===== config.mk =====
export PLATFORM = sky130hd
export DESIGN_NAME = io_bus_resp_flat
export DESIGN_NICKNAME = d
export VERILOG_FILES = /design/src/rtl/io_bus_resp_if.sv /design/src/rtl/io_bus_resp.sv /design/src/flat_wrapper.sv
export SDC_FILE = /design/constraint.sdc
export NUM_CORES = 1
export LEC_CHECK = 0
export ABC_AREA = 1
export CELL_PAD_IN_SITES_DETAIL_PLACEMENT = 0
export CELL_PAD_IN_SITES_GLOBAL_PLACEMENT = 1
export CORE_UTILIZATION = 32
export CTS_CLUSTER_DIAMETER = 100
export CTS_CLUSTER_SIZE = 25
export DETAILED_ROUTE_END_ITERATION = 8
export GPL_TIMING_DRIVEN = 0
export PLACE_DENSITY = 0.86
export SLEW_MARGIN = 25
export SYNTH_ARGS = -nofsm -noshare
export SYNTH_HDL_FRONTEND = slang
export SYNTH_SLANG_ARGS = --single-unit

===== constraint.sdc =====
create_clock -name clk -period 1.7 [get_ports clk]
set_clock_uncertainty 0.1 [all_clocks]
set_input_delay 0.34 -clock clk [delete_from_list [all_inputs] [get_ports clk]]
set_output_delay 0.34 -clock clk [all_outputs]
set_load 0.01 [all_outputs]

===== src/rtl/io_bus_resp_if.sv =====
// CPU-side IO bus: word address, store data, store strobe and load data.
interface io_bus_resp_if;
  logic [7:0]  io_addr;
  logic [31:0] io_dout;
  logic        io_we;
  logic [31:0] io_din;

  // CPU drives address/data/strobe and consumes load data.
  modport master (
    output io_addr,
    output io_dout,
    output io_we,
    input  io_din
  );

  // Responder decodes address/data/strobe and returns load data.
  modport slave (
    input  io_addr,
    input  io_dout,
    input  io_we,
    output io_din
  );
endinterface


===== src/rtl/io_bus_resp.sv =====
// Memory-mapped IO responder: LED and 7-seg output registers, switch
// capture on a debounced "input ready" button, a display handshake cleared
// by a debounced "display consumed" button, and a free-running cycle counter.
module io_bus_resp #(
  parameter int DBNC_CYCLES = 4
) (
  input  logic          clk,
  input  logic          rst,
  io_bus_resp_if.slave  bus,
  input  logic [15:0]   sw,
  input  logic          btn_in,
  input  logic          btn_out,
  output logic [15:0]   led,
  output logic [31:0]   seg_data,
  output logic          seg_vld
);

  localparam int             CNT_W    = $clog2(DBNC_CYCLES + 1);
  localparam logic [CNT_W-1:0] CNT_LAST = CNT_W'(DBNC_CYCLES - 1);

  localparam logic [7:0] ADDR_LED   = 8'h00;
  localparam logic [7:0] ADDR_INVLD = 8'h04;
  localparam logic [7:0] ADDR_INDAT = 8'h08;
  localparam logic [7:0] ADDR_SEGRD = 8'h0C;
  localparam logic [7:0] ADDR_SEG   = 8'h10;
  localparam logic [7:0] ADDR_CYC   = 8'h14;

  // Synchronizer stages
  logic [15:0] sw_s1_q, sw_s2_q;
  logic        bin_s1_q, bin_s2_q;
  logic        bout_s1_q, bout_s2_q;

  // Debounce state
  logic             bin_acc_q, bin_acc_d;
  logic [CNT_W-1:0] bin_cnt_q, bin_cnt_d;
  logic             bin_rise;
  logic             bout_acc_q, bout_acc_d;
  logic [CNT_W-1:0] bout_cnt_q, bout_cnt_d;
  logic             bout_rise;

  // Architectural registers
  logic [15:0] led_q, led_d;
  logic [31:0] seg_data_q, seg_data_d;
  logic        seg_vld_q, seg_vld_d;
  logic        in_vld_q, in_vld_d;
  logic [15:0] in_data_q, in_data_d;
  logic [31:0] cyc_cnt_q, cyc_cnt_d;

  // Store decode
  logic wr_led, wr_invld, wr_seg;

  assign wr_led   = bus.io_we && (bus.io_addr == ADDR_LED);
  assign wr_invld = bus.io_we && (bus.io_addr == ADDR_INVLD);
  assign wr_seg   = bus.io_we && (bus.io_addr == ADDR_SEG);

  // Two-flop synchronizers; reset so a held button must re-qualify after reset.
  always_ff @(posedge clk) begin
    if (rst) begin
      sw_s1_q   <= '0;
      sw_s2_q   <= '0;
      bin_s1_q  <= 1'b0;
      bin_s2_q  <= 1'b0;
      bout_s1_q <= 1'b0;
      bout_s2_q <= 1'b0;
    end else begin
      sw_s1_q   <= sw;
      sw_s2_q   <= sw_s1_q;
      bin_s1_q  <= btn_in;
      bin_s2_q  <= bin_s1_q;
      bout_s1_q <= btn_out;
      bout_s2_q <= bout_s1_q;
    end
  end

  // btn_in debounce: flip on the DBNC_CYCLES-th consecutive differing cycle,
  // and flag the rise on that same edge so the capture is not delayed.
  always_comb begin
    bin_acc_d = bin_acc_q;
    bin_cnt_d = '0;
    bin_rise  = 1'b0;
    if (bin_s2_q != bin_acc_q) begin
      if (bin_cnt_q == CNT_LAST) begin
        bin_acc_d = bin_s2_q;
        bin_rise  = bin_s2_q;
      end else begin
        bin_cnt_d = bin_cnt_q + CNT_W'(1);
      end
    end
  end

  // btn_out debounce, same scheme as btn_in.
  always_comb begin
    bout_acc_d = bout_acc_q;
    bout_cnt_d = '0;
    bout_rise  = 1'b0;
    if (bout_s2_q != bout_acc_q) begin
      if (bout_cnt_q == CNT_LAST) begin
        bout_acc_d = bout_s2_q;
        bout_rise  = bout_s2_q;
      end else begin
        bout_cnt_d = bout_cnt_q + CNT_W'(1);
      end
    end
  end

  // Next state of the architectural registers from stores and button events.
  always_comb begin
    led_d      = led_q;
    seg_data_d = seg_data_q;
    seg_vld_d  = seg_vld_q;
    in_vld_d   = in_vld_q;
    in_data_d  = in_data_q;
    cyc_cnt_d  = cyc_cnt_q + 32'd1;

    if (wr_led) begin
      led_d = bus.io_dout[15:0];
    end

    // A press only captures into an empty slot; a clear of a full slot
    // always wins over a simultaneous press.
    if (bin_rise && !in_vld_q) begin
      in_vld_d  = 1'b1;
      in_data_d = sw_s2_q;
    end else if (wr_invld) begin
      in_vld_d = 1'b0;
    end

    // The store is judged against the pre-edge seg_vld: a full display
    // drops it (and an ack empties it), an empty one takes it.
    if (wr_seg && !seg_vld_q) begin
      seg_data_d = bus.io_dout;
      seg_vld_d  = 1'b1;
    end else if (bout_rise) begin
      seg_vld_d = 1'b0;
    end
  end

  // State registers, all returned to their idle values by reset.
  always_ff @(posedge clk) begin
    if (rst) begin
      bin_acc_q  <= 1'b0;
      bin_cnt_q  <= '0;
      bout_acc_q <= 1'b0;
      bout_cnt_q <= '0;
      led_q      <= '0;
      seg_data_q <= '0;
      seg_vld_q  <= 1'b0;
      in_vld_q   <= 1'b0;
      in_data_q  <= '0;
      cyc_cnt_q  <= '0;
    end else begin
      bin_acc_q  <= bin_acc_d;
      bin_cnt_q  <= bin_cnt_d;
      bout_acc_q <= bout_acc_d;
      bout_cnt_q <= bout_cnt_d;
      led_q      <= led_d;
      seg_data_q <= seg_data_d;
      seg_vld_q  <= seg_vld_d;
      in_vld_q   <= in_vld_d;
      in_data_q  <= in_data_d;
      cyc_cnt_q  <= cyc_cnt_d;
    end
  end

  // Load data mux; purely combinational, no read side effects.
  always_comb begin
    bus.io_din = 32'b0;
    case (bus.io_addr)
      ADDR_LED:   bus.io_din = {16'b0, led_q};
      ADDR_INVLD: bus.io_din = {31'b0, in_vld_q};
      ADDR_INDAT: bus.io_din = {16'b0, in_data_q};
      ADDR_SEGRD: bus.io_din = {31'b0, ~seg_vld_q};
      ADDR_SEG:   bus.io_din = seg_data_q;
      ADDR_CYC:   bus.io_din = cyc_cnt_q;
      default:    bus.io_din = 32'b0;
    endcase
  end

  assign led      = led_q;
  assign seg_data = seg_data_q;
  assign seg_vld  = seg_vld_q;

endmodule

===== src/flat_wrapper.sv =====
// flat-port wrapper written by rule: the top's interface ports become plain ports
module io_bus_resp_flat 
#(
  parameter int DBNC_CYCLES = 4
)
  (clk, rst, sw, btn_in, btn_out, led, seg_data, seg_vld, bus_io_addr, bus_io_dout, bus_io_we, bus_io_din);
  io_bus_resp_if bus_i ();
  input  logic clk;
  input  logic rst;
  input  logic [15:0] sw;
  input  logic btn_in;
  input  logic btn_out;
  output logic [15:0] led;
  output logic [31:0] seg_data;
  output logic seg_vld;
  input wire logic [$bits(bus_i.io_addr)-1:0] bus_io_addr;
  input wire logic [$bits(bus_i.io_dout)-1:0] bus_io_dout;
  input wire logic [$bits(bus_i.io_we)-1:0] bus_io_we;
  output wire logic [$bits(bus_i.io_din)-1:0] bus_io_din;
  assign bus_i.io_addr = bus_io_addr;
  assign bus_i.io_dout = bus_io_dout;
  assign bus_i.io_we = bus_io_we;
  assign bus_io_din = bus_i.io_din;
  io_bus_resp #(.DBNC_CYCLES(DBNC_CYCLES)) u_core (.clk(clk), .rst(rst), .bus(bus_i), .sw(sw), .btn_in(btn_in), .btn_out(btn_out), .led(led), .seg_data(seg_data), .seg_vld(seg_vld));
endmodule

==> metrics.cfg, run 1 <==
[worst_setup_path]
critPathMaxFanout=5
crit_chain=buf_6, inv_4, buf_6, nand3_4, clkinv_4, nand2_4, clkinvlp_4, buf_6, nand2_2, nand4_1, buf_2
startpoint=bus_io_addr[6]
r2r_end=u_core.cyc_cnt_q[26]
cpMostUsedCell=buf_6
cp_data_required_time_ns=1.26
critical_path.max_stage_delay_ns=0.20
path_class=input port to output port
r2r-start=u_core.cyc_cnt_q[0]
crit_end=bus_io_din[14]
critPathSlowestCell=buf_2
worst-path-buf-inv=7
rrSetupSlack_ns=0.09
worstPathArrival_ns=1.50
cp_top_family=buffers and inverters
r2r_cells=9
crit_path_end_kind=output port
start_kind=input port
cp.depth=11

[global_route]
grt_pass1_vias=5987
grt_antenna_before_repair=0
grt_pass1_wl_mm=30.8
track_usage=0.200
grt_max_degree=18
grt_overflow=0

[detailed_routing]
ant_nets=0
drt_iter0_drc=398
drt-wirelength-per-cell_um=14.1
first_pass_iters=5
via_count=6460
drt-total-wl_mm=20.0
viasPerCell=4.56
drc=0

[timing]
fin_ws_ns=-0.244
timing.final.hold_violations=0
setup_viol=32
slew_headroom=0.549
period_needed_ns=1.94
finalCritPeriodShare=1.14
rsz0062_at_grt=yes
slew_viol_final=0
worst_pin_slew_ns=0.676
fmax_mhz=514

[layout]
post-route-util=0.498
regArea_um2=2850
stdcell_area_um2=9440
multiInputGateArea_um2=3140
fin_nets=1209
num-fill-cells=1865
drive_above_1_share=0.202
syn_to_final_growth_pct=50.1
antenna_cells=0

[cts]
cts_tree=yes
cts.clk_slew.worst_paths_ns=0.07
cts_root_buf=clkbuf_16
clock_path_buffers=2
cts_hold_buf=0
cts_made_buffers=17
cts_max_level=4
worstSkewPairLatency_ns=0.44
clkSinkCount=142

[logic_synthesis]
synth_top_family_by_area=simple AND/OR/NAND/NOR gates
yosysTopAreaCell=dfxtp_1
async_flop_share=0
synth_nets=1008
synth_most_common_cell=nor2_1
synth_top_area_share=0.452
syn_avg_cell_area_um2=6.67
netlist_top_cells_count=nor2_1, nand2_1, dfxtp_1
ys_seq_area_frac=0.452
synthFlopType=dfxtp_1
yosysWarnings=0
synthCells=942
ys_ff_latch=142
synth_compound_area_frac=0.0557
yosysUniqueCellTypes=29
synth_fa_ha_area_frac=0.00995
synthMuxAreaShare=0
syn-cell-area_um2=6290
synth_xor_area_frac=0.0111
synth-edff-count=0
yosys.area_share.simple=0.360
synthTopCellsByArea=dfxtp_1, nor2_1, nand2_1

[placement]
dp_hpwl_mm=14.4
dpl_cell_area_um2=8020
gp_congestion=0.884
portBuffers=140

[outcome]
status=finished with violations
violations=negative setup slack

[floorplanning]
die_h_um=142
die_w_um=142
core_area_um2=19000
dieArea_um2=20200
num_io_pins=142
initial_core_util=0.332
fp-row-count=50

[power]
power-per-cell-area_nw_per_um2=817
vdd.ir_drop.worst_mv=0.699
leakagePower_uw=0.00438

[hold_path]
hold_path.class=register to register

[job]
drv_cap=0

## what timing repair did
action,CTS,global route
gates resized for setup,327,65
endpoints found under the setup margin,149,64
cloned,6,1
buffers inserted,26,11
pin swaps,25,23
## power by group
part / switching, uW / total (uW) / internal (uW)
clock network: 1740 / 3870 / 2130
logic: 219 / 449 / 230
registers: 21.7 / 3400 / 3380
## final cells by class
| cell class | count | share of cell area |
|---|---|---|
| buffer | 37 | 0.0310 |
| clock buffer | 17 | 0.0451 |
| clock inverter | 15 | 0.0203 |
| inverter | 138 | 0.0582 |
| multi-input combinational | 624 | 0.333 |
| sequential | 142 | 0.302 |
| tap | 260 | 0.0345 |
| timing repair buffer | 183 | 0.176 |
## stage by stage
step,std cells,total power (uW),hold WS (ns),setup TNS (ns),worst slack (ns)
detailed placement,1342,3820,0.292,-72.59,-1.45
CTS,1406,7750,0.295,-6.78,-0.249
floorplan,942,3610,0.288,-0.0161,-0.00161
global placement,1342,3820,0.291,-74.43,-1.50
global route,1416,7970,0.313,-6.98,-0.277
finish,1416,7720,0.299,-5.57,-0.244
## worst min path at each step
stage / from / endpoint / depth (start not counted)
after floorplan: u_core.bin_s1_q / u_core.bin_s2_q / 2
after global placement: u_core.sw_s1_q[6] / u_core.sw_s2_q[6] / 2
after detailed placement: u_core.sw_s1_q[8] / u_core.sw_s2_q[8] / 2
after CTS: sw[6] / u_core.sw_s1_q[6] / 3
after global routing: sw[11] / u_core.sw_s1_q[11] / 3
final: u_core.sw_s1_q[6] / u_core.sw_s2_q[6] / 2
## flip-flops by register name, indices dropped and copies added, names as in the netlist
name and count:
u_core.seg_vld 1, u_core.in_vld_q 1, u_core.bin_cnt_q 3, u_core.bout_acc_q 1
u_core.bout_s2_q 1, u_core.seg_data 32, u_core.bin_s2_q 1, u_core.led 16
u_core.in_data_q 16, u_core.sw_s1_q 16, u_core.bin_acc_q 1, u_core.sw_s2_q 16
u_core.bin_s1_q 1, u_core.bout_cnt_q 3, u_core.bout_s1_q 1, u_core.cyc_cnt_q 32
## kinds of logic (layout without fill, tap and decap cells)
group | Yosys count | after routing
adders and majority gates | 5 | 5
DFF | 142 | 142
and+or+nand+nor | 544 | 544
buffers and inverters | 176 | 390
xor gates and xnor gates | 8 | 8
AOI/OAI and AO/OA | 67 | 67
## tightest hold or removal path: cells and delay by family, from the launching register on
family / cells / cell delay, ns
flops: 1 / 0.30
buf+inv: 1 / 0.04
simple gates: 1 / 0.03
## layout by cell type (no fill, tap or decap), types with 16 or more instances in the layout
| cell type | synthesis | routed |
|---|---|---|
| nand3_1 | 75 | 50 |
| buf_4 | 0 | 23 |
| buf_6 | 3 | 28 |
| nand3_2 | 2 | 22 |
| nand4_1 | 16 | 16 |
| nand2_1 | 204 | 192 |
| clkdlybuf4s50_1 | 0 | 51 |
| nor2_1 | 234 | 224 |
| o21ai_0 | 29 | 26 |
| a21oi_1 | 24 | 24 |
| inv_1 | 133 | 126 |
| buf_2 | 14 | 39 |
| dlygate4sd2_1 | 0 | 48 |
| clkbuf_16 | 0 | 20 |
| dfxtp_1 | 142 | 133 |
## metal layers
metal  routed length (um)  vias up  global-route usage
li1                     -     3304                   -
met1                 8900     2929               0.250
met2                 9630      196               0.335
met3                 1090       31              0.0431
met4                  362        0              0.0775
met5                    0        -                   0
Power figures use the tool's default switching activity.
==> run 2: changes to the inputs <==
SKIP_CTS_REPAIR_TIMING = 1   (was unset)
==> run 2 against run 1 <==
Net effect: the run still ends with negative setup slack left; register-to-register slack is essentially flat; hold slack is essentially flat; sequential share of layout area grew 0.28 points; die area is the same; critical endpoint is now bus_io_din[12]; largest power group unchanged.
==> metrics.cfg, run 2 (same netlist as run 1, synthesis figures left out) <==
[worst_setup_path]
critPathMaxFanout=5  ; unchanged
cp_data_required_time_ns=1.26  ; about the same
r2r_end=u_core.cyc_cnt_q[28]  ; was u_core.cyc_cnt_q[26]
path_class=input port to output port  ; unchanged
worstPathArrival_ns=1.59  ; was 1.50 ns
crit_path_end_kind=output port  ; unchanged
start_kind=input port  ; unchanged
r2r_cells=9  ; unchanged
r2r-start=u_core.cyc_cnt_q[0]  ; unchanged
rrSetupSlack_ns=0.10  ; was 0.09 ns

[layout]
syn_to_final_growth_pct=48.5  ; was 50.1%
final_common_cell=nor2_1  ; unchanged
multiInputGateArea_um2=3070  ; was 3140 um^2
antenna_cells=0  ; unchanged
num-fill-cells=1878  ; was 1,865
fin_nets=1200  ; was 1,209
regArea_um2=2850  ; about the same
drive_above_1_share=0.182  ; was 0.202
stdcell_area_um2=9340  ; was 9440 um^2
final_cell_mix=nor2_1, nand2_1, dfxtp_1, inv_1, nand3_1  ; was nor2_1, nand2_1, dfxtp_1, inv_1, clkdlybuf4s50_1

[power]
power-per-cell-area_nw_per_um2=824  ; was 817 nW/um^2
leakagePower_uw=0.00494  ; was 0.00438 uW
vdd.ir_drop.worst_mv=0.716  ; was 0.699 mV

[cts]
cts_tree=yes  ; unchanged
cts.clk_slew.worst_paths_ns=0.07  ; about the same
clkSinkCount=142  ; unchanged
cts_made_buffers=17  ; unchanged
worstSkewPairLatency_ns=0.44  ; about the same
cts_max_level=4  ; unchanged
cts_root_buf=clkbuf_16  ; unchanged
clock_path_buffers=2  ; unchanged

[timing]
rsz0062_at_grt=yes  ; unchanged
slew_viol_final=0  ; unchanged
fin_ws_ns=-0.332  ; was -0.244 ns
finalCritPeriodShare=1.20  ; was 1.14
setup_viol=32  ; unchanged
fmax_mhz=492  ; was 514 MHz
worst_pin_slew_ns=0.674  ; was 0.676 ns
slew_headroom=0.550  ; was 0.549
period_needed_ns=2.03  ; was 1.94 ns
fin_setup_tns_ns=-8.31  ; was -5.57 ns
timing.final.hold_violations=0  ; unchanged

[detailed_routing]
via_count=6411  ; was 6,460
drt_iter0_drc=477  ; was 398
drt-total-wl_mm=19.6  ; was 20.0 mm
ant_nets=0  ; unchanged
drt-wirelength-per-cell_um=13.9  ; was 14.1 um
drc=0  ; unchanged
viasPerCell=4.56  ; about the same
first_pass_iters=5  ; unchanged

[global_route]
grt_antenna_before_repair=0  ; unchanged
track_usage=0.191  ; was 0.200
grt_pass1_vias=5690  ; was 5,987
grt_max_degree=18  ; unchanged
grt_pass1_wl_mm=29.4  ; was 30.8 mm
grt_overflow=0  ; unchanged

[hold_path]
hold_start=u_core.sw_s1_q[6]  ; unchanged
hold_path.class=register to register  ; unchanged
worst_hold_path.num_cells=2  ; unchanged
worstHoldEndpoint=u_core.sw_s2_q[6]  ; unchanged

[placement]
dpl_cell_area_um2=8020  ; unchanged
portBuffers=140  ; unchanged
gp_congestion=0.884  ; unchanged
dp_hpwl_mm=14.4  ; unchanged

[job]
drv_cap=0  ; unchanged

[floorplanning]
die_h_um=142  ; unchanged
fp-row-count=50  ; unchanged
num_io_pins=142  ; unchanged
dieArea_um2=20200  ; unchanged
core_area_um2=19000  ; unchanged
die_w_um=142  ; unchanged
initial_core_util=0.332  ; unchanged

[outcome]
status=finished with violations  ; unchanged
violations=negative setup slack  ; unchanged

## run 2: metrics by stage
| stage | setup WS [ns] | cells | total power (uW) | hold slack (ns) | utilization |
|---|---|---|---|---|---|
| after floorplan | -0.00161 | 942 | 3610 | 0.288 | - |
| after global placement | -1.50 | 1342 | 3820 | 0.291 | 0.423 |
| after detailed placement | -1.45 | 1342 | 3820 | 0.292 | 0.423 |
| after CTS | -1.46 | 1374 | 7670 | 0.295 | 0.456 |
| after global routing | -0.345 | 1407 | 7940 | 0.313 | 0.493 |
| final | -0.332 | 1407 | 7700 | 0.299 | 0.493 |
## run 2: worst max-delay path by stage
stage                                end  slack [ns]            from  cells after the start
after floorplan           bus_io_din[16]      -0.002  bus_io_addr[6]                      6
after global placement    bus_io_din[30]       -1.50  bus_io_addr[4]                      7
after detailed placement  bus_io_din[30]       -1.45  bus_io_addr[4]                      7
after CTS                 bus_io_din[30]       -1.46  bus_io_addr[4]                      7
after global routing      bus_io_din[12]       -0.34  bus_io_addr[7]                     10
final                     bus_io_din[12]       -0.33  bus_io_addr[7]                     10
## run 2: critical path, cell delays in order
cell and delay (ns):
buf_8 0.08, nor2_4 0.04, nand3_4 0.08, clkinvlp_4 0.18
nand2_4 0.13, clkinvlp_4 0.16, buf_6 0.17, nand2_2 0.05
nand4_1 0.16, buf_2 0.19
## run 2: report_power, final
group          leakage [uW]  internal, uW  switching, uW  total (uW)
Sequential          0.00115          3380           22.1        3400
Clock              0.000300          2130           1750        3880
Combinational       0.00349           212            207         420
Total               0.00494          5720           1980        7700
## run 2: routing by layer
metal	GRT usage	vias to the layer above	wire (um)
met5	0	-	0
met4	0.0758	0	290
met3	0.0394	26	1270
met2	0.316	213	9280
met1	0.244	2892	8750
li1	-	3280	-
## run 2: cell type report
class                   count  area share
multi-input cells         624       0.329
flip-flops and latches    142       0.305
repair buffers            173       0.179
inverters                 138      0.0576
clock buffers              17      0.0456
well taps                 260      0.0348
plain buffers              38      0.0284
clock inverters            15      0.0205
